**src/rtl/dac_pkg.sv**
```systemverilog
// Shared types and constants for the DAC serializer: FSM state encoding and frame geometry.
package dac_pkg;

    localparam int FRAME_BITS = 16;
    localparam int BIT_CNT_W  = 5;
    localparam int DIV_CNT_W  = 8;

    typedef enum logic [1:0] {
        IDLE  = 2'd0,
        SHIFT = 2'd1,
        GAP   = 2'd2
    } state_t;

    function automatic logic [FRAME_BITS-1:0] shift_msb_out(input logic [FRAME_BITS-1:0] frame);
        return {frame[FRAME_BITS-2:0], 1'b0};
    endfunction

endpackage

```
**src/rtl/sclk_tick.sv**
```systemverilog
// Serial-clock divider: down-counter that emits a one-cycle tick every CLK_DIV enabled cycles.
module sclk_tick
    import dac_pkg::*;
#(
    parameter int CLK_DIV = 2
) (
    input  logic clk,
    input  logic rst,
    input  logic i_en,
    output logic o_tick
);

    localparam logic [DIV_CNT_W-1:0] RELOAD = DIV_CNT_W'(CLK_DIV - 1);

    logic [DIV_CNT_W-1:0] r_cnt;
    logic                 w_tc;

    assign w_tc = (r_cnt == '0);

    // Held at the reload value while disabled so the first tick lands CLK_DIV cycles after enable.
    always_ff @(posedge clk or posedge rst) begin
        if (rst) begin
            r_cnt <= '0;
        end else if (!i_en || w_tc) begin
            r_cnt <= RELOAD;
        end else begin
            r_cnt <= r_cnt - 1'b1;
        end
    end

    assign o_tick = i_en & w_tc;

endmodule

```
**src/rtl/dac_serializer.sv**
```systemverilog
// 16-bit frame serializer for an SPI-style DAC (sync_n/sclk/sdata, MSB first, sampled on sclk fall).
// Build option: define DAC_OFFSET_BINARY_EN to invert the sample MSB at capture (two's complement -> offset binary).
//
// state | meaning
// IDLE  | ready for load, lines parked (sync_n=1, sclk=1, sdata=0)
// SHIFT | frame on the wire, sync_n low, 16 sclk periods
// GAP   | sync_n high for CLK_DIV cycles, done on the last one
module dac_serializer
    import dac_pkg::*;
#(
    parameter int size    = 12,
    parameter int CLK_DIV = 2
) (
    input  logic            clk,
    input  logic            rst,
    input  logic [size-1:0] sample,
    input  logic            load,
    output logic            ready,
    output logic            done,
    output logic            sclk,
    output logic            sync_n,
    output logic            sdata
);

    state_t                 r_state;
    state_t                 w_state_nxt;
    logic [FRAME_BITS-1:0]  r_shift;
    logic [BIT_CNT_W-1:0]   r_bit_cnt;
    logic                   r_sclk;
    logic [FRAME_BITS-1:0]  w_frame;
    logic                   w_div_en;
    logic                   w_tick;
    logic                   w_rise;
    logic                   w_capture;
    logic                   w_ready;
    logic                   w_done;
    logic                   w_sync_n;
    logic                   w_sdata;

    always_comb begin
        w_frame             = '0;
        w_frame[size-1:0]   = sample;
`ifdef DAC_OFFSET_BINARY_EN
        w_frame[size-1]     = ~sample[size-1];
`endif
    end

    assign w_div_en  = (r_state != IDLE);
    assign w_rise    = w_tick & ~r_sclk;
    assign w_capture = (r_state == IDLE) & load;

    sclk_tick #(
        .CLK_DIV (CLK_DIV)
    ) u_sclk_tick (
        .clk    (clk),
        .rst    (rst),
        .i_en   (w_div_en),
        .o_tick (w_tick)
    );

    always_ff @(posedge clk or posedge rst) begin
        if (rst) begin
            r_state <= IDLE;
        end else begin
            r_state <= w_state_nxt;
        end
    end

    always_comb begin
        w_state_nxt = r_state;
        w_ready     = 1'b0;
        w_done      = 1'b0;
        w_sync_n    = 1'b1;
        w_sdata     = 1'b0;
        case (r_state)
            IDLE: begin
                w_ready = 1'b1;
                if (load) begin
                    w_state_nxt = SHIFT;
                end
            end
            SHIFT: begin
                w_sync_n = 1'b0;
                w_sdata  = r_shift[FRAME_BITS-1];
                // The 16th sclk rising edge closes the frame.
                if (w_rise && (r_bit_cnt == BIT_CNT_W'(1))) begin
                    w_state_nxt = GAP;
                end
            end
            GAP: begin
                if (w_tick) begin
                    w_done      = 1'b1;
                    w_state_nxt = IDLE;
                end
            end
            default: begin
                w_state_nxt = IDLE;
            end
        endcase
    end

    always_ff @(posedge clk or posedge rst) begin
        if (rst) begin
            r_shift   <= '0;
            r_bit_cnt <= '0;
            r_sclk    <= 1'b1;
        end else if (w_capture) begin
            r_shift   <= w_frame;
            r_bit_cnt <= BIT_CNT_W'(FRAME_BITS);
            r_sclk    <= 1'b1;
        end else if ((r_state == SHIFT) && w_tick) begin
            r_sclk <= ~r_sclk;
            if (!r_sclk) begin
                r_shift   <= shift_msb_out(r_shift);
                r_bit_cnt <= r_bit_cnt - 1'b1;
            end
        end else if (r_state != SHIFT) begin
            r_sclk <= 1'b1;
        end
    end

    assign ready  = w_ready;
    assign done   = w_done;
    assign sync_n = w_sync_n;
    assign sdata  = w_sdata;
    assign sclk   = r_sclk;

endmodule

```
**config.mk**
```make
export PLATFORM = sky130hd
export DESIGN_NAME = dac_serializer
export DESIGN_NICKNAME = d
export VERILOG_FILES = /design/src/rtl/dac_pkg.sv /design/src/rtl/sclk_tick.sv /design/src/rtl/dac_serializer.sv
export SDC_FILE = /design/constraint.sdc
export NUM_CORES = 1
export LEC_CHECK = 0
export CAP_MARGIN = 20
export CORE_ASPECT_RATIO = 2
export CORE_MARGIN = 10
export CORE_UTILIZATION = 35
export CTS_CLUSTER_DIAMETER = 40
export DETAILED_ROUTE_END_ITERATION = 12
export GPL_TIMING_DRIVEN = 0
export PLACE_DENSITY = 0.59
export SYNTH_ARGS = -nofsm -noshare
export SYNTH_HDL_FRONTEND = slang
export SYNTH_SLANG_ARGS = --single-unit
```
**constraint.sdc**
```tcl
create_clock -name clk -period 3.62 [get_ports clk]
set_clock_uncertainty 0.05 [all_clocks]
set_input_delay 0.724 -clock clk [delete_from_list [all_inputs] [get_ports clk]]
set_output_delay 0.724 -clock clk [all_outputs]
set_load 0.01 [all_outputs]
```
Yosys cells after proc, flatten, opt, wreduce, memory -nomap -nowiden
Cells that the tools add are included.
{"block": "classes", "n_addsub": 2, "eq_ne": 8, "n_mux": 19, "bitwise_logic": 4, "n_reduce_logical": 11}
{"op": "$mux 16", "n": 3}
{"op": "$mux 5", "n": 3}
{"op": "$logic_not 8->1", "n": 1}
{"op": "$mux 1", "n": 8}
{"op": "$mux 8", "n": 1}
{"op": "$sub 8x1->8 const B", "n": 1}
{"op": "$mux 2", "n": 3}
{"op": "$ne 2x2->1 const B", "n": 3}
{"op": "$pmux 2 s3", "n": 1}
{"op": "$eq 5x1->1 const B", "n": 1}
{"op": "$sub 5x1->5 const B", "n": 1}
{"op": "$ne 2x1->1 const B", "n": 2}
{"op": "$reduce_bool 2->1", "n": 2}
{"op": "$and 1x1->1", "n": 3}
{"op": "$reduce_and 3->1", "n": 1}
{"op": "$reduce_bool 3->1", "n": 1}
{"op": "$eq 2x1->1 const B", "n": 1}
{"op": "$eq 2x2->1 const B", "n": 1}
{"op": "$logic_and 1x1->1", "n": 2}
{"op": "$logic_not 2->1", "n": 1}
{"op": "$reduce_and 2->1", "n": 1}
{"op": "$logic_not 1->1", "n": 1}
{"op": "$logic_or 1x1->1", "n": 1}
{"op": "$not 1->1", "n": 1}
{"block": "word_totals", "reg_bits": 32, "inputBits": 15, "out_inout_bits": 5, "wordCells": 49}

Longest topological paths before layout
{"block": "logic_depth", "depth_word": 6, "depth_mapped": 8, "depth_no_buf": 6}

By module
Synthesis repeated with hierarchy kept, for this count alone.
{"block": "hier_totals", "cells_unflattened": 172, "area_unflattened_um2": 1607.8}
{"mod": "dac_serializer", "n_inst": 1, "cells_each": 130, "area_per_inst_um2": 1184.9, "seq_area_each_um2": 601.8}
{"mod": "sclk_tick", "n_inst": 1, "cells_each": 42, "area_per_inst_um2": 422.9, "seq_area_each_um2": 200.2}

Worst setup path after synthesis
OpenSTA, ideal clock, no wires.
{"block": "synth_path", "kind": "reg2out", "from": "reg u_sclk_tick.r_cnt[0]", "to": "out done", "t_arrival_ns": 1.388, "required_time_ns": 2.846, "path_slack_ns": 1.458, "path_stages_with_launch": 6, "path_buffers": 0, "cell_sequence": "dfrtp_1 -> inv_1 -> ha_1 -> nor3b_1 -> nand2_1 -> nor2_1"}
{"block": "synth_between", "elab_chain_len": 4}
{"item": "start: declaration", "line_no": "sclk_tick.sv:15", "source": "logic [DIV_CNT_W-1:0] r_cnt;"}
{"item": "start signal: assignment", "line_no": "sclk_tick.sv:27", "source": "r_cnt <= r_cnt - 1'b1;"}
{"item": "$logic_not 8->1", "line_no": "sclk_tick.sv:18", "source": "assign w_tc = (r_cnt == '0);"}
{"item": "$and 1x1->1", "line_no": "sclk_tick.sv:31", "source": "assign o_tick = i_en & w_tc;"}
{"item": "$mux 1", "line_no": "dac_serializer.sv:91", "source": "if (w_tick) begin"}
{"item": "$mux 1", "line_no": "dac_serializer.sv:75", "source": "case (r_state)"}
{"item": "end: declaration", "line_no": "dac_serializer.sv:19", "source": "output logic done,"}
Every way passes these cells.

Final worst setup path
Same ends and word-level chain as after synthesis.

==> metrics.md <==
| Metric | Value |
|---|---|
| Global-route wire length before repair | approximately 5900 um |
| Tcrit/Tclk final | 88.2% |
| DRT iter0 DRCs | 36 |
| Clock root buffer | clkbuf_8 |
| Tot GR Track Use | 9.95% |
| Setup slack, reg-to-reg | roughly 1500 ps |
| RSZ-0062 raised after global routing | no |
| CTS buffer count | 5 |
| Power Dens Cells | 350 nW/um^2 |
| DR WL/cell | around 14 um |
| Initial core utilization | 35.6% |
| Bufs on Longest Clock Path | 2 |
| Initial antenna violation count | 0 |
| Worst vdd ir | 0.000265 V |
| H-tree Lvls | 2 |
| Post-CTS setup buffers | 0 |
| Routed WL | between 3000 and 4000 um |
| DRT Pass-1 Iters | 4 |
| Post-synthesis sequential area ratio | 52.4% |
| Post-route setup TNS | 0 ps |
| Area of the multi-input gates | approximately 660 sq um |
| R2R depth | 7 |
| Hold WS | ~460 ps |
| Rows | 34 |
| Max-slew headroom | between 50 and 60% |
| DP Wirelength | 2550 um |
| Io pins | 20 |
| Via Count | 1219 |
| Vias per cell | 4.94 |
| Delay-heaviest family, CP | simple AND/OR/NAND/NOR gates |
| CP max stage cell | clkdlybuf4s50_1 |
| Die W | 66.8 um |
| Final setup viols | 0 |
| Min Tclk post-route | between 3000 and 4000 ps |
| Synth Warn # | 0 |
| Critical Path RT | 2850 ps |
| # hold bufs at CTS | 0 |
| Unique masters post-synth | 32 |
| Crit path DAT | 2420 ps |
| DIE AREA | ~7600 sq um |
| Synth Instances | 165 |
| Slew Viols, Final | 0 |
| Clk_lat worst skew | 290 ps |
| Area of the core | between 4000 and 5000 sq um |
| Least-Margin Pin Slew | 634 ps |
| Most frequent cells in the layout | nand2_1 (37), dfrtp_1 (31), nor2_1 (27), clkdlybuf4s50_1 (19), a31oi_1 (11) |
| CTS resizes | 0 |
| Startpoint types | register |
| FF+latch count, synth | 32 |
| Min-Delay Path Depth | 2 |
| Layout cells sized above 1 | 7.77% |
| Crit Path Max Fanout | 7 |
| Layout net count | 211 |
| Global route overflow | 0 |
| Outcome | finished clean |
| Hold WC Path Type | reg -> reg |
| Final GP Congestion | 0.759 |
| Critical Path End Type | output pin |
| Worst path buffer plus inverter count | 2 |
| FF+latch area | ~800 sq um |
| Slowest Stage Delay on Critical Path | 550 ps |
| Largest net degree at the start of global routing | 20 |
| Max Clock Freq | 313 MHz |
| Fillers | 437 |
| Static leakage | between 0.8 and 0.9 nW |
| Synthesized area per cell | 9.27 sq um |
| Clk sink count | 32 |
| Synthesized Nets | 184 |
| CTS clk-pin slew, worst paths | 60 ps |
| Commonest non-fill, non-tap cell in the layout | nand2_1 |
| Die H | ~110 um |
| Ant diodes | 0 |
| Mapped Area | 1530 sq um |
| Final ANT Viol Nets | 0 |
| PortBufs | 19 |
| Synth-to-layout area growth | 24.5% |
| # DRC | 0 |
| Crit path kind | reg -> out |
| Hold Vio Cnt, Final | 0 |
| CTS tree | done |
| Max-cap violations | 0 |
| Stages on worst setup path | 6 |
| Cell Chain, Critical Path | inv_1 > ha_1 > nor3b_1 > nand2_1 > nor2_1 > clkdlybuf4s50_1 |
| Vias in the first global route | 1318 |
## cells in the mapped netlist
cell type,number,area [sq um]
clkbuf_1,3,11.3
dfstp_2,1,26.3
nor3_1,3,15.0
buf_6,1,11.3
nand2_1,37,139
nand2b_1,3,18.8
a31oi_1,11,68.8
nor3b_1,1,7.51
o21ai_0,2,10.0
nor3b_2,1,12.5
buf_12,1,20.0
or4_2,1,8.76
or3_1,2,12.5
buf_2,1,5.00
xnor2_1,3,26.3
o31ai_1,1,7.51
nand4_1,2,12.5
a211oi_1,1,7.51
nor4_4,1,21.3
and3_1,1,6.26
ha_1,4,50.1
xor2_1,6,52.6
or2_2,1,6.26
mux2i_1,1,10.0
nand3_1,4,20.0
nor2_1,27,101
a21oi_1,5,25.0
dfrtp_1,31,776
inv_1,6,22.5
o21ai_1,1,5.00
and2_1,1,6.26
nand3b_1,1,7.51
## state kept, by name (all words and copies together), names as in the netlist
signal / cells
r_bit_cnt: 5
sclk: 1
r_state: 2
r_shift: 16
u_sclk_tick.r_cnt: 8
## worst register-to-register path: stages (launching register included)
cell and delay, ps:
dfrtp_1 410, inv_1 100, ha_1 140, nor3b_1 480, nand3_1 370, buf_2 290, nand2_1 90, a31oi_1 80
## path summary, 6_finish.rpt
kind / start / endpoint
worst min-delay path: r_shift[0] / r_shift[0]
max in group asynchronous: rst / sclk
worst max-delay path: u_sclk_tick.r_cnt[0] / done
worst max register to register: u_sclk_tick.r_cnt[0] / r_shift[3]
min in group asynchronous: rst / r_shift[6]
worst min register to register: r_shift[0] / r_shift[0]
## per-layer routing
| metal | GRT usage (%) | share of wire, % | wire [um] |
|---|---|---|---|
| met1 | 9.54 | 38 | 1280 |
| met2 | 17.4 | 55 | 1870 |
| met3 | 3.44 | 4.4 | 149 |
| met4 | 5.63 | 2.5 | 86 |
| met5 | 0 | 0 | 0 |
## power by group
part           switching (mW)  leakage [nW]  internal (mW)
Clock                   0.129        0.0455          0.155
Combinational         0.00953         0.402         0.0161
Sequential                  0         0.413          0.358
Total                   0.139         0.861          0.529
## cell families (layout without fill, tap and decap cells)
logic type	Yosys count	in the layout	synth area share (%)
adders and majority gates	4	4	3.27
DFF	32	32	52.4
buffers and inverters	12	40	4.58
muxes	1	1	0.654
xor gates and xnor gates	9	9	5.15
and+or+nand+nor	86	86	25.8
AOI/OAI and AO/OA	21	21	8.09
## through the flow
| step | power [mW] | utilization [%] | instance area, sq um | cells | worst slack, ps |
|---|---|---|---|---|---|
| floorplan | 0.370 | - | 1530 | 165 | 1460 |
| global placement | 0.387 | 41.6 | 1790 | 238 | 736 |
| detailed placement | 0.391 | 42.3 | 1820 | 239 | 728 |
| CTS | 0.678 | 44.4 | 1910 | 247 | 413 |
| global route | 0.695 | 44.4 | 1910 | 247 | 125 |
| finish | 0.667 | 44.4 | 1910 | 247 | 426 |
## final cells by class
class / count / area share (%)
Tap cell: 54 / 3.55
Sequential cell: 32 / 42.1
Buffer: 6 / 2.50
Timing Repair Buffer: 20 / 11.4
Inverter: 6 / 1.18
Clock buffer: 8 / 4.73
Multi-Input combinational cell: 121 / 34.5
No activity file was read; power rests on OpenSTA's default activity.
